`config.mk`:
```
export PLATFORM = sky130hd
export DESIGN_NAME = mod_div_seq
export DESIGN_NICKNAME = d
export VERILOG_FILES = /design/src/rtl/mod_div_seq.sv
export SDC_FILE = /design/constraint.sdc
export NUM_CORES = 1
export LEC_CHECK = 0
export ABC_AREA = 1
export CAP_MARGIN = 20
export CORE_MARGIN = 10
export CORE_UTILIZATION = 50
export CTS_CLUSTER_DIAMETER = 50
export DETAILED_ROUTE_END_ITERATION = 8
export PLACE_DENSITY = 0.79
export RECOVER_POWER = 50
export SLEW_MARGIN = 25
export SYNTH_ARGS = -nofsm -noshare
export SYNTH_HDL_FRONTEND = slang
export SYNTH_SLANG_ARGS = --single-unit
```
`constraint.sdc`:
```
create_clock -name clk -period 2 [get_ports clk]
set_input_delay 0.4 -clock clk [delete_from_list [all_inputs] [get_ports clk]]
set_output_delay 0.4 -clock clk [all_outputs]
set_load 0.1 [all_outputs]
```
`src/rtl/mod_div_seq.sv`:
```
// mod_div_seq: sequential restoring divider, unsigned W-bit operands, one quotient bit per clock.
//
// Ports:
//   clk        rising-edge clock
//   rst_n      asynchronous active-low reset
//   start      request, sampled only while idle
//   dividend   numerator, captured when start is accepted
//   divisor    denominator, captured when start is accepted
//   busy       high whenever the divider is not idle
//   done       single-cycle pulse, quotient/remainder valid
//   quotient   registered quotient
//   remainder  registered remainder
//   div_zero   divisor-was-zero flag (only live with the zero-check option)
//
// Build option:
//   MOD_DIV_SEQ_ZERO_CHECK_EN  when defined, a zero divisor skips the iteration, finishes one
//                              cycle after start and raises div_zero. When undefined, div_zero
//                              is tied low and a zero divisor iterates normally (the restoring
//                              algorithm yields quotient all ones, remainder = dividend).

module mod_div_seq #(
    parameter int unsigned W = 16
) (
    input  logic         clk,
    input  logic         rst_n,
    input  logic         start,
    input  logic [W-1:0] dividend,
    input  logic [W-1:0] divisor,
    output logic         busy,
    output logic         done,
    output logic [W-1:0] quotient,
    output logic [W-1:0] remainder,
    output logic         div_zero
);

    localparam int unsigned CntW = $clog2(W);

    typedef enum logic [1:0] {
        StIdle,
        StCalc,
        StDone
    } state_e;

    state_e          state_q;
    logic [W-1:0]    a_q;       // dividend shifting out, quotient bits shifting in
    logic [W-1:0]    n_q;       // captured divisor
    logic [W-1:0]    p_q;       // partial remainder
    logic [CntW-1:0] cnt_q;

    // The stored partial remainder is always below the divisor, so its extra sign bit is
    // always zero; only the shifted value and the trial difference need W+1 bits.
    logic [W:0]   p_shift;
    logic [W:0]   trial;
    logic [W-1:0] a_shift;
    logic [W-1:0] a_next;
    logic [W-1:0] p_next;

    always_comb begin
        p_shift = {p_q, a_q[W-1]};
        a_shift = {a_q[W-2:0], 1'b0};
        trial   = p_shift - {1'b0, n_q};
        a_next  = a_shift;
        p_next  = p_shift[W-1:0];
        if (!trial[W]) begin
            // Trial subtraction did not go negative: keep it and set the quotient bit.
            a_next = a_shift | W'(1);
            p_next = trial[W-1:0];
        end
    end

    assign busy = (state_q != StIdle);

`ifndef MOD_DIV_SEQ_ZERO_CHECK_EN
    assign div_zero = 1'b0;
`endif

    always_ff @(posedge clk or negedge rst_n) begin
        if (!rst_n) begin
            state_q   <= StIdle;
            a_q       <= '0;
            n_q       <= '0;
            p_q       <= '0;
            cnt_q     <= '0;
            done      <= 1'b0;
            quotient  <= '0;
            remainder <= '0;
`ifdef MOD_DIV_SEQ_ZERO_CHECK_EN
            div_zero  <= 1'b0;
`endif
        end else begin
            unique case (state_q)
                StIdle: begin
                    done <= 1'b0;
`ifdef MOD_DIV_SEQ_ZERO_CHECK_EN
                    if (start && (divisor == '0)) begin
                        quotient  <= '1;
                        remainder <= dividend;
                        div_zero  <= 1'b1;
                        done      <= 1'b1;
                        state_q   <= StDone;
                    end else
`endif
                    if (start) begin
                        a_q     <= dividend;
                        n_q     <= divisor;
                        p_q     <= '0;
                        cnt_q   <= CntW'(W - 1);
                        state_q <= StCalc;
                    end
                end
                StCalc: begin
                    a_q <= a_next;
                    p_q <= p_next;
                    if (cnt_q == '0) begin
                        // Results are loaded on the edge entering DONE so they appear with done.
                        quotient  <= a_next;
                        remainder <= p_next;
                        done      <= 1'b1;
`ifdef MOD_DIV_SEQ_ZERO_CHECK_EN
                        div_zero  <= 1'b0;
`endif
                        state_q   <= StDone;
                    end else begin
                        cnt_q <= cnt_q - CntW'(1);
                    end
                end
                StDone: begin
                    done    <= 1'b0;
                    state_q <= StIdle;
                end
                default: begin
                    done    <= 1'b0;
                    state_q <= StIdle;
                end
            endcase
        end
    end

endmodule

```
# Yosys cells after proc, flatten, opt, wreduce, memory -nomap -nowiden
# Cells that the tools add are included.
dict set report op_classes {
  eq_ne 4
  muxes 14
  n_reduce_logical 9
  addsub 2
}
# op count
set ops {}
lappend ops {{$pmux 16 s2} 2}
lappend ops {{$mux 16} 3}
lappend ops {{$sub 17x16->17} 1}
lappend ops {{$mux 4} 2}
lappend ops {{$pmux 4 s2} 1}
lappend ops {{$reduce_and 2->1} 4}
lappend ops {{$ne 2x2->1 const B} 3}
lappend ops {{$logic_not 4->1} 1}
lappend ops {{$mux 2} 2}
lappend ops {{$pmux 2 s2} 1}
lappend ops {{$reduce_bool 2->1} 2}
lappend ops {{$sub 4x1->4 const B} 1}
lappend ops {{$mux 1} 3}
lappend ops {{$reduce_and 3->1} 1}
lappend ops {{$eq 2x1->1 const B} 1}
lappend ops {{$logic_not 2->1} 1}
dict set report totals {
  register_bits 87
  input_bits 35
  out_inout_bits 35
}

# Longest topological paths before layout
# Gate-level depths: netlist (run 1).
dict set report logic_depth {
  depth_word 3
  mapped_depth 16
}

# Worst setup path before layout (run 1)
# OpenSTA, ideal clock, no wires.
dict set report synth_timing {
  path_kind {reg-to-reg}
  start {register a_q[15]}
  end {register remainder[5]}
  path_slack_ns -0.058
  synth_period_minus_slack_ns 2.058
  required_time_ns 1.880
  t_arrival_ns 1.938
  path_stages_with_launch 17
  setup_ns 0.120
  n_path_buf 1
  cell_sequence {dfrtp_1 inv_1 ha_1 fa_1 inv_1 nand2_1 nand2_1 nand3_1 nand2_1 nand2_2 nand2_2 nand2_4 nand2_8 buf_8 nand2_2 nand3_1 nand2_1}
}
dict set report synth_via {
  elab_chain_len 2
}
# element line_no
set synth_rtl {}
lappend synth_rtl {{start: declaration} 45} ;# logic [W-1:0] a_q;
lappend synth_rtl {{start signal: assignment} 104} ;# a_q <= dividend;
lappend synth_rtl {{start signal: assignment} 112} ;# a_q <= a_next;
lappend synth_rtl {{$sub 17x16->17} 61} ;# trial = p_shift - {1'b0, n_q};
lappend synth_rtl {{$mux 16} 64} ;# if (!trial[W]) begin
lappend synth_rtl {{end signal: assignment} 117} ;# remainder <= p_next;
lappend synth_rtl {{end: declaration} 32} ;# output logic [W-1:0] remainder,
# Every way passes these cells.
# A chain may end at the register's enable or synchronous reset.

# Worst setup path in the final report (run 1)
dict set report layout_timing {
  start {register n_q[0]}
  end {register p_q[8]}
}
dict set report layout_via {
  elab_chain_len 3
}
# element line_no
set layout_rtl {}
lappend layout_rtl {{start: declaration} 46} ;# logic [W-1:0] n_q;
lappend layout_rtl {{start signal: assignment} 105} ;# n_q <= divisor;
lappend layout_rtl {{$sub 17x16->17} 61}
lappend layout_rtl {{$mux 16} 64}
lappend layout_rtl {{$pmux 16 s2} 91} ;# unique case (state_q)
lappend layout_rtl {{end signal: assignment} 113} ;# p_q <= p_next;
lappend layout_rtl {{end: declaration} 47} ;# logic [W-1:0] p_q;
# Every way passes these cells.

==> run summary, run 1 <==
### Layout
* 2180 um^2 — storage element area
* 6420 um^2 — design area
* 33.5% — layout overhead on the synthesized area
* 24.5% — layout cell share with drive strength beyond 1
* 0 — n_diodes
* 2410 um^2 — footprint of the multi-input gates
* 800 — Final nets
* 881 — number of standard cells in the final layout excluding fillers
* nand2_1 — most common cell after layout, fill and taps aside
* 745 — filler instances
* nand2_1, inv_1, dfrtp_1, buf_4, clkdlybuf4s50_1 — top library cells by usage in the layout, fill and taps aside

### Synth
* 87 — register bit total from synthesis
* 4810 um^2 — post-synthesis instance area
* dfrtp_1, nand2_1, inv_1 — top area cells in the synthesized netlist
* 7.66 um^2 — mean instance size in the synthesized netlist
* 628 — cells after synthesis
* 0 — synth warn
* 681 — synthesized netlist net count
* dfrtp_1 — library cell with the largest summed area after synthesis
* 35 — count of different cell masters after synthesis
* 45.3% — proportion of synthesized chip area in sequential cells
* 45.3% — post-synth top area share

### Critical path
* flip-flop to flip-flop — critical path start-end classification
* 14 — length in cells of the worst reg-to-reg path
* 6 — Max FO, Critical Path
* -60 ps — internal reg-to-reg setup slack
* flip-flop — kind of launch point of the worst setup path
* n_q[0] — Worst R2R Start
* dfrtp_1 — Max stage delay cell, worst path
* 2360 ps — Arr. time, crit path
* 420 ps — biggest cell delay along the critical path
* ha_4 -> fa_2 -> inv_2 -> nand2_2 -> nand2_2 -> nand3_2 -> nand2_2 -> nand2_4 -> nand2_4 -> nand2_8 -> buf_6 -> nand3b_1 -> nand3_1 -> nand2_1 — critical path, cell by cell
* 2300 ps — critical path required time
* flip-flop — endpoint class of the critical path
* nand2_2 — Most common cell on crit path
* p_q[8] — endpoint of the most critical register-to-register path

### Global routing
* 18.4% — total routing resource utilization after global routing
* 0 — total grt overflow
* 50 — largest net degree at the start of global routing
* 0 — antenna violations before repair
* 4516 — number of global-route vias before repair
* 21.5 mm — wire length of the first global-routing pass

### Detailed routing
* 5.89 mm — wire length on met1
* 5.11 — Via-to-Cell Ratio
* 793 um — routed length on met3
* 6.16 mm — met2 wire length
* 13.1 mm — final wirelength
* 0 — Post-DRT Antenna Nets
* 14.8 um — routed length per instance
* 5 — first-pass iteration count of the detailed router
* met4 — top sig layer
* 0 — Remaining DRCs
* 480 — number of design-rule violations left by the first detailed-router iteration
* 4501 — vias after detailed routing

### Floorplan
* 13900 um^2 — Die Outline Area
* 118 um — floorplan die height
* 9280 um^2 — Core Region
* 35 — std cell rows
* 118 um — die width
* 70 — num ports
* 51.8% — effective utilization at floorplan

### Placed design
* 5840 um^2 — placed cell areas
* 0.923 — placer's final routability congestion estimate
* 850 — placed cell count
* 9.07 mm — HPWL after DPL
* 68 — # port buffers

### Timing
* yes — unrepaired setup endpoints after global routing
* 0 — hold violation total from the final report
* -60.8 ps — crit path setup slack, layout
* 2060 ps — final period demand of the worst path
* 0 — final count of pins violating max slew
* 485 MHz — maximum clock frequency
* 9.99 ps — clock skew after layout
* 617 ps — actual transition at the worst max-transition pin
* 14 — number of failing setup endpoints in the final timing report
* 58.9% — Slew Limit Headroom
* 103% — share of the cycle needed by the critical path after routing

### Min path
* remainder[1] — end point of the most critical hold path
* 2 — count of cells along the worst hold path
* remainder[1] — Worst Hold Launch
* flip-flop to flip-flop — class of the tightest hold or removal check

### Flow run
* 0 — max cap viols

### Clock tree
* clkbuf_8 — root buffer cell
* 87 — CTS Sinks
* 9 — total clock buffers created by CTS
* 360 ps — clock network latency to the later pin of the worst-skew pair
* done — TritonCTS clock tree
* 2 — deepest clock path buffer count
* 3 — number of H-tree branching levels
* 100 ps — clock input transition at the sequential cells of the worst setup and hold paths

### Status
* setup timing — violations in the final reports
* finished with violations — status

-- sequential cells by signal, indices dropped and copies added (netlist names) --
signal and flops:
p_q 16, n_q 16, quotient 16, remainder 16
done 1, cnt_q 4, state_q 2, a_q 16
-- worst max-delay path: cells and delay by family (launching register included) --
family	cells	cell delay [ps]
simple gates	10	870
fa+ha+maj	2	510
flops	1	420
buf+inv	2	200
-- worst max-delay path by stage --
stage	startpoint	end	slack, ps	cells after the start
3_5_place_dp	a_q[15]	p_q[14]	-70	16
4_1_cts	n_q[0]	p_q[10]	-4	14
6_report	n_q[0]	p_q[8]	-60	14
5_1_grt	n_q[0]	p_q[8]	-150	14
3_3_place_gp	a_q[15]	remainder[12]	-30	15
2_1_floorplan	a_q[15]	remainder[5]	20	16
-- cells in the mapped netlist --
library cell  count
clkbuf_1         10
nor3_1            7
nor2_1           18
nor2_4            1
buf_2             3
nand3b_1         12
nand3_1          43
buf_8             1
buf_4             6
a221oi_1          6
ha_1             17
xnor2_1           4
a21oi_1           8
a31oi_1           1
inv_2             4
o21ai_1          10
conb_1            1
xor2_1            3
and3_1            1
nand2_4           1
dfrtp_1          87
nor2_2            5
a21oi_2           1
buf_6             1
or2_0             1
nand2_2          12
o211ai_1         11
nand2_1         220
nand4_1           3
fa_1              1
o21ai_0          31
and2_1            3
nand2_8           1
nand3_4           1
inv_1            93
-- layer usage --
layer / up-vias / global-route usage, %
li1: 2205 / -
met4: 0 / 5.87
met5: - / 0
met1: 2105 / 24.1
met2: 168 / 29.8
met3: 23 / 3.60
-- area by class of cell --
type / instances / share of cell area (%)
clock buffer: 9 / 1.93
tap: 129 / 2.51
clock inverter: 7 / 1.13
sequential: 87 / 33.9
multi-input combinational: 424 / 37.5
timing repair buffer: 128 / 17.3
inverter: 97 / 5.71
-- cell families after synthesis --
kind of cell	share of synthesized area (%)
adder cells (fa/ha/maj)	4.84
other	0.0780
XOR/XNOR	1.28
AO/OA/AOI/OAI	8.22
buffers and inverters	10.1
AND/OR/NAND/NOR	30.2
flip-flops	45.3
-- what timing repair did --
| action | 4_1_cts | 5_1_grt |
|---|---|---|
| buffers inserted | 7 | 6 |
| resized for setup | 13 | 47 |
| endpoints found under the setup margin | 41 | 34 |
| hold endpoints to repair | 22 | 0 |
| hold buffers | 1 | 0 |
| gates cloned | 1 | 0 |
| pin swaps | 2 | 37 |
-- stage by stage --
step	setup slack [ps]	utilization (%)	setup TNS (ps)	hold slack (ps)
final	-60.8	69.2	-357	491
after global routing	-153	69.2	-3440	507
after CTS	-3.60	66.6	-4.67	464
after detailed placement	-73.3	63.0	-1520	324
after global placement	-28.9	63.0	-128	323
after floorplan	17.7	-	0	104
Power of run 1 is not shown: default switching activity piles up to over one toggle a cycle in this logic, so the estimate is an artifact.
==> inputs of run 2 (changes only) <==
CORE_MARGIN = 4   (was 10)
SLEW_MARGIN = 10   (was 25)
==> run 2 against run 1 <==
  * Setup slack worse by 77 ps
  * Die area down 19%
  * Routed wire length is 2.2% lower
  * Critical path type unchanged
  * Cell count grew 0.45%
  * Non-clock buffer count is 5 higher
  * Clock-buffer cell count is the same
  * The flow still finishes with violations (setup timing)
  * Core utilization down 0.13 points
  * Register-to-register slack worse by 80 ps
==> run summary, run 2 (synthesized netlist as in run 1, its figures left out) <==
### Global routing
* 21.0 mm — wire length of the first global-routing pass, -2.4%
* 50 — largest net degree at the start of global routing, unchanged
* 4414 — number of global-route vias before repair, -2.3%
* 0 — total grt overflow, unchanged
* 0 — antenna violations before repair, unchanged
* 23.2% — total routing resource utilization after global routing, +4.8 points

### Floorplan
* 106 um — die width, -10%
* 51.8% — effective utilization at floorplan, unchanged
* 70 — num ports, unchanged
* 11200 um^2 — Die Outline Area, -19%
* 106 um — floorplan die height, -10%
* 9280 um^2 — Core Region, unchanged
* 35 — std cell rows, unchanged

### Critical path
* 420 ps — biggest cell delay along the critical path, about the same
* flip-flop — endpoint class of the critical path
* simple AND/OR/NAND/NOR gates — cell family with most CP delay
* flip-flop — kind of launch point of the worst setup path
* dfrtp_1 — Max stage delay cell, worst path
* ha_4 -> fa_2 -> inv_2 -> nand2_2 -> nand2_2 -> nand3_2 -> nand2_2 -> nand2_4 -> nand2_4 -> nand2_8 -> nand2_8 -> buf_12 -> nand2_2 -> nand3_1 -> nand2_1 — critical path, cell by cell
* 2 — Buf+Inv Stages, Crit Path, unchanged
* n_q[0] — Worst R2R Start
* n_q[0] — Setup crit start
* nand2_2 — Most common cell on crit path
* flip-flop to flip-flop — critical path start-end classification
* 8 — Max FO, Critical Path, +2
* 2390 ps — Arr. time, crit path, +30 ps
* 2260 ps — critical path required time, -40 ps

### Layout
* 23.4% — layout cell share with drive strength beyond 1, -1.1 points
* nand2_1 — most common cell after layout, fill and taps aside
* 756 — filler instances, +1.5%
* 885 — number of standard cells in the final layout excluding fillers, +0.45%
* 2180 um^2 — storage element area, unchanged
* 33.3% — layout overhead on the synthesized area
* 69.0% — utilization after layout, -0.13 points
* 804 — Final nets, +0.50%
* 2370 um^2 — footprint of the multi-input gates, -1.5%
* nand2_1, inv_1, buf_4, dfrtp_1, clkdlybuf4s50_1 — top library cells by usage in the layout, fill and taps aside
* 0 — n_diodes, unchanged

### Timing
* 2140 ps — final period demand of the worst path, +76.7 ps
* 38.5% — Slew Limit Headroom, -20 points
* yes — unrepaired setup endpoints after global routing
* -2960 ps — Final TNS setup, -2600 ps
* 0 — final count of pins violating max slew, unchanged
* -137 ps — crit path setup slack, layout, -76.7 ps
* 477 ps — hold_ws, -13.5 ps
* 923 ps — actual transition at the worst max-transition pin, +306 ps
* 0 — hold violation total from the final report, unchanged
* 11.1 ps — clock skew after layout, +1.06 ps
* 468 MHz — maximum clock frequency, -3.6%
* 107% — share of the cycle needed by the critical path after routing, +3.8 points
* 34 — number of failing setup endpoints in the final timing report, +20

### Clock tree
* clkbuf_8 — root buffer cell
* done — TritonCTS clock tree
* 87 — CTS Sinks, unchanged
* 3 — number of H-tree branching levels, unchanged
* 2 — deepest clock path buffer count, unchanged
* 360 ps — clock network latency to the later pin of the worst-skew pair, about the same
* 90 ps — clock input transition at the sequential cells of the worst setup and hold paths, about the same
* 9 — total clock buffers created by CTS, unchanged

### Placed design
* 0.878 — placer's final routability congestion estimate, -4.9%
* 9.05 mm — HPWL after DPL, -0.24%
* 854 — placed cell count, +0.47%
* 68 — # port buffers, unchanged

### Detailed routing
* 0 — Post-DRT Antenna Nets, unchanged
* 4532 — vias after detailed routing, +0.69%
* 5.12 — Via-to-Cell Ratio, +0.23%
* 14.4 um — routed length per instance, -2.7%
* 5 — first-pass iteration count of the detailed router, unchanged
* 12.8 mm — final wirelength, -2.2%
* 0 — Remaining DRCs, unchanged
* 286 — number of design-rule violations left by the first detailed-router iteration, -40%

### Min path
* remainder[9] — Worst Hold Launch
* flip-flop to flip-flop — class of the tightest hold or removal check

### Status
* setup timing — violations in the final reports
* finished with violations — status

### Flow run
* 0 — max cap viols, unchanged

[run 2: cell count changes in the layout (fill, tap and decap cells not counted), sizes merged]
| cell | change |
|---|---|
| clkbuf | +2 |
| buf | +3 |
| clkinvlp | +1 |
| nand2 | -1 |
| clkinv | -1 |
[run 2: final cells by class]
type	count	area share (%)
inverter	97	5.76
timing repair buffer	133	17.6
tap	129	2.52
sequential	87	34.0
clock buffer	9	1.93
clock inverter	7	1.15
multi-input combinational	423	37.0
[run 2: stage by stage]
step	instance area (um^2)	worst slack, ps
2_1_floorplan	4810	17.7
3_3_place_gp	5860	-71.2
3_5_place_dp	5860	-133
4_1_cts	6340	-87.6
5_1_grt	6410	-257
6_report	6410	-137
[run 2: timing repair]
item | in CTS | in global routing
setup endpoints to repair | 49 | 35
hold endpoints to repair | 7 | 0
pin swaps | 9 | 12
hold buffers | 1 | 0
setup buffers | 11 | 3
gates resized for setup | 32 | 20
[run 2: worst paths after layout]
kind | slack (ps) | endpoint | cells past startpoint
max reg2reg | -140 | p_q[8] | 15
max in group asynchronous | 280 | a_q[9] | 3
min in group asynchronous | 700 | quotient[11] | 2
min reg2reg | 480 | remainder[9] | 2
max | -140 | p_q[8] | 15
min | 480 | remainder[9] | 2
[run 2: tightest hold or removal path, delay by kind of cell, from the launching register on]
family           cells  cell delay [ps]
flip-flops           1              350
AND/OR/NAND/NOR      2               90
[run 2: routing by layer]
| layer | up-vias | routed length [um] | GRT usage (%) |
|---|---|---|---|
| met5 | - | 0 | 0 |
| met4 | 0 | 220 | 5.92 |
| met3 | 27 | 787 | 4.61 |
| met2 | 160 | 6270 | 38.9 |
| met1 | 2133 | 5510 | 30.9 |
| li1 | 2212 | - | - |
Power of run 2 is left out for the same reason.
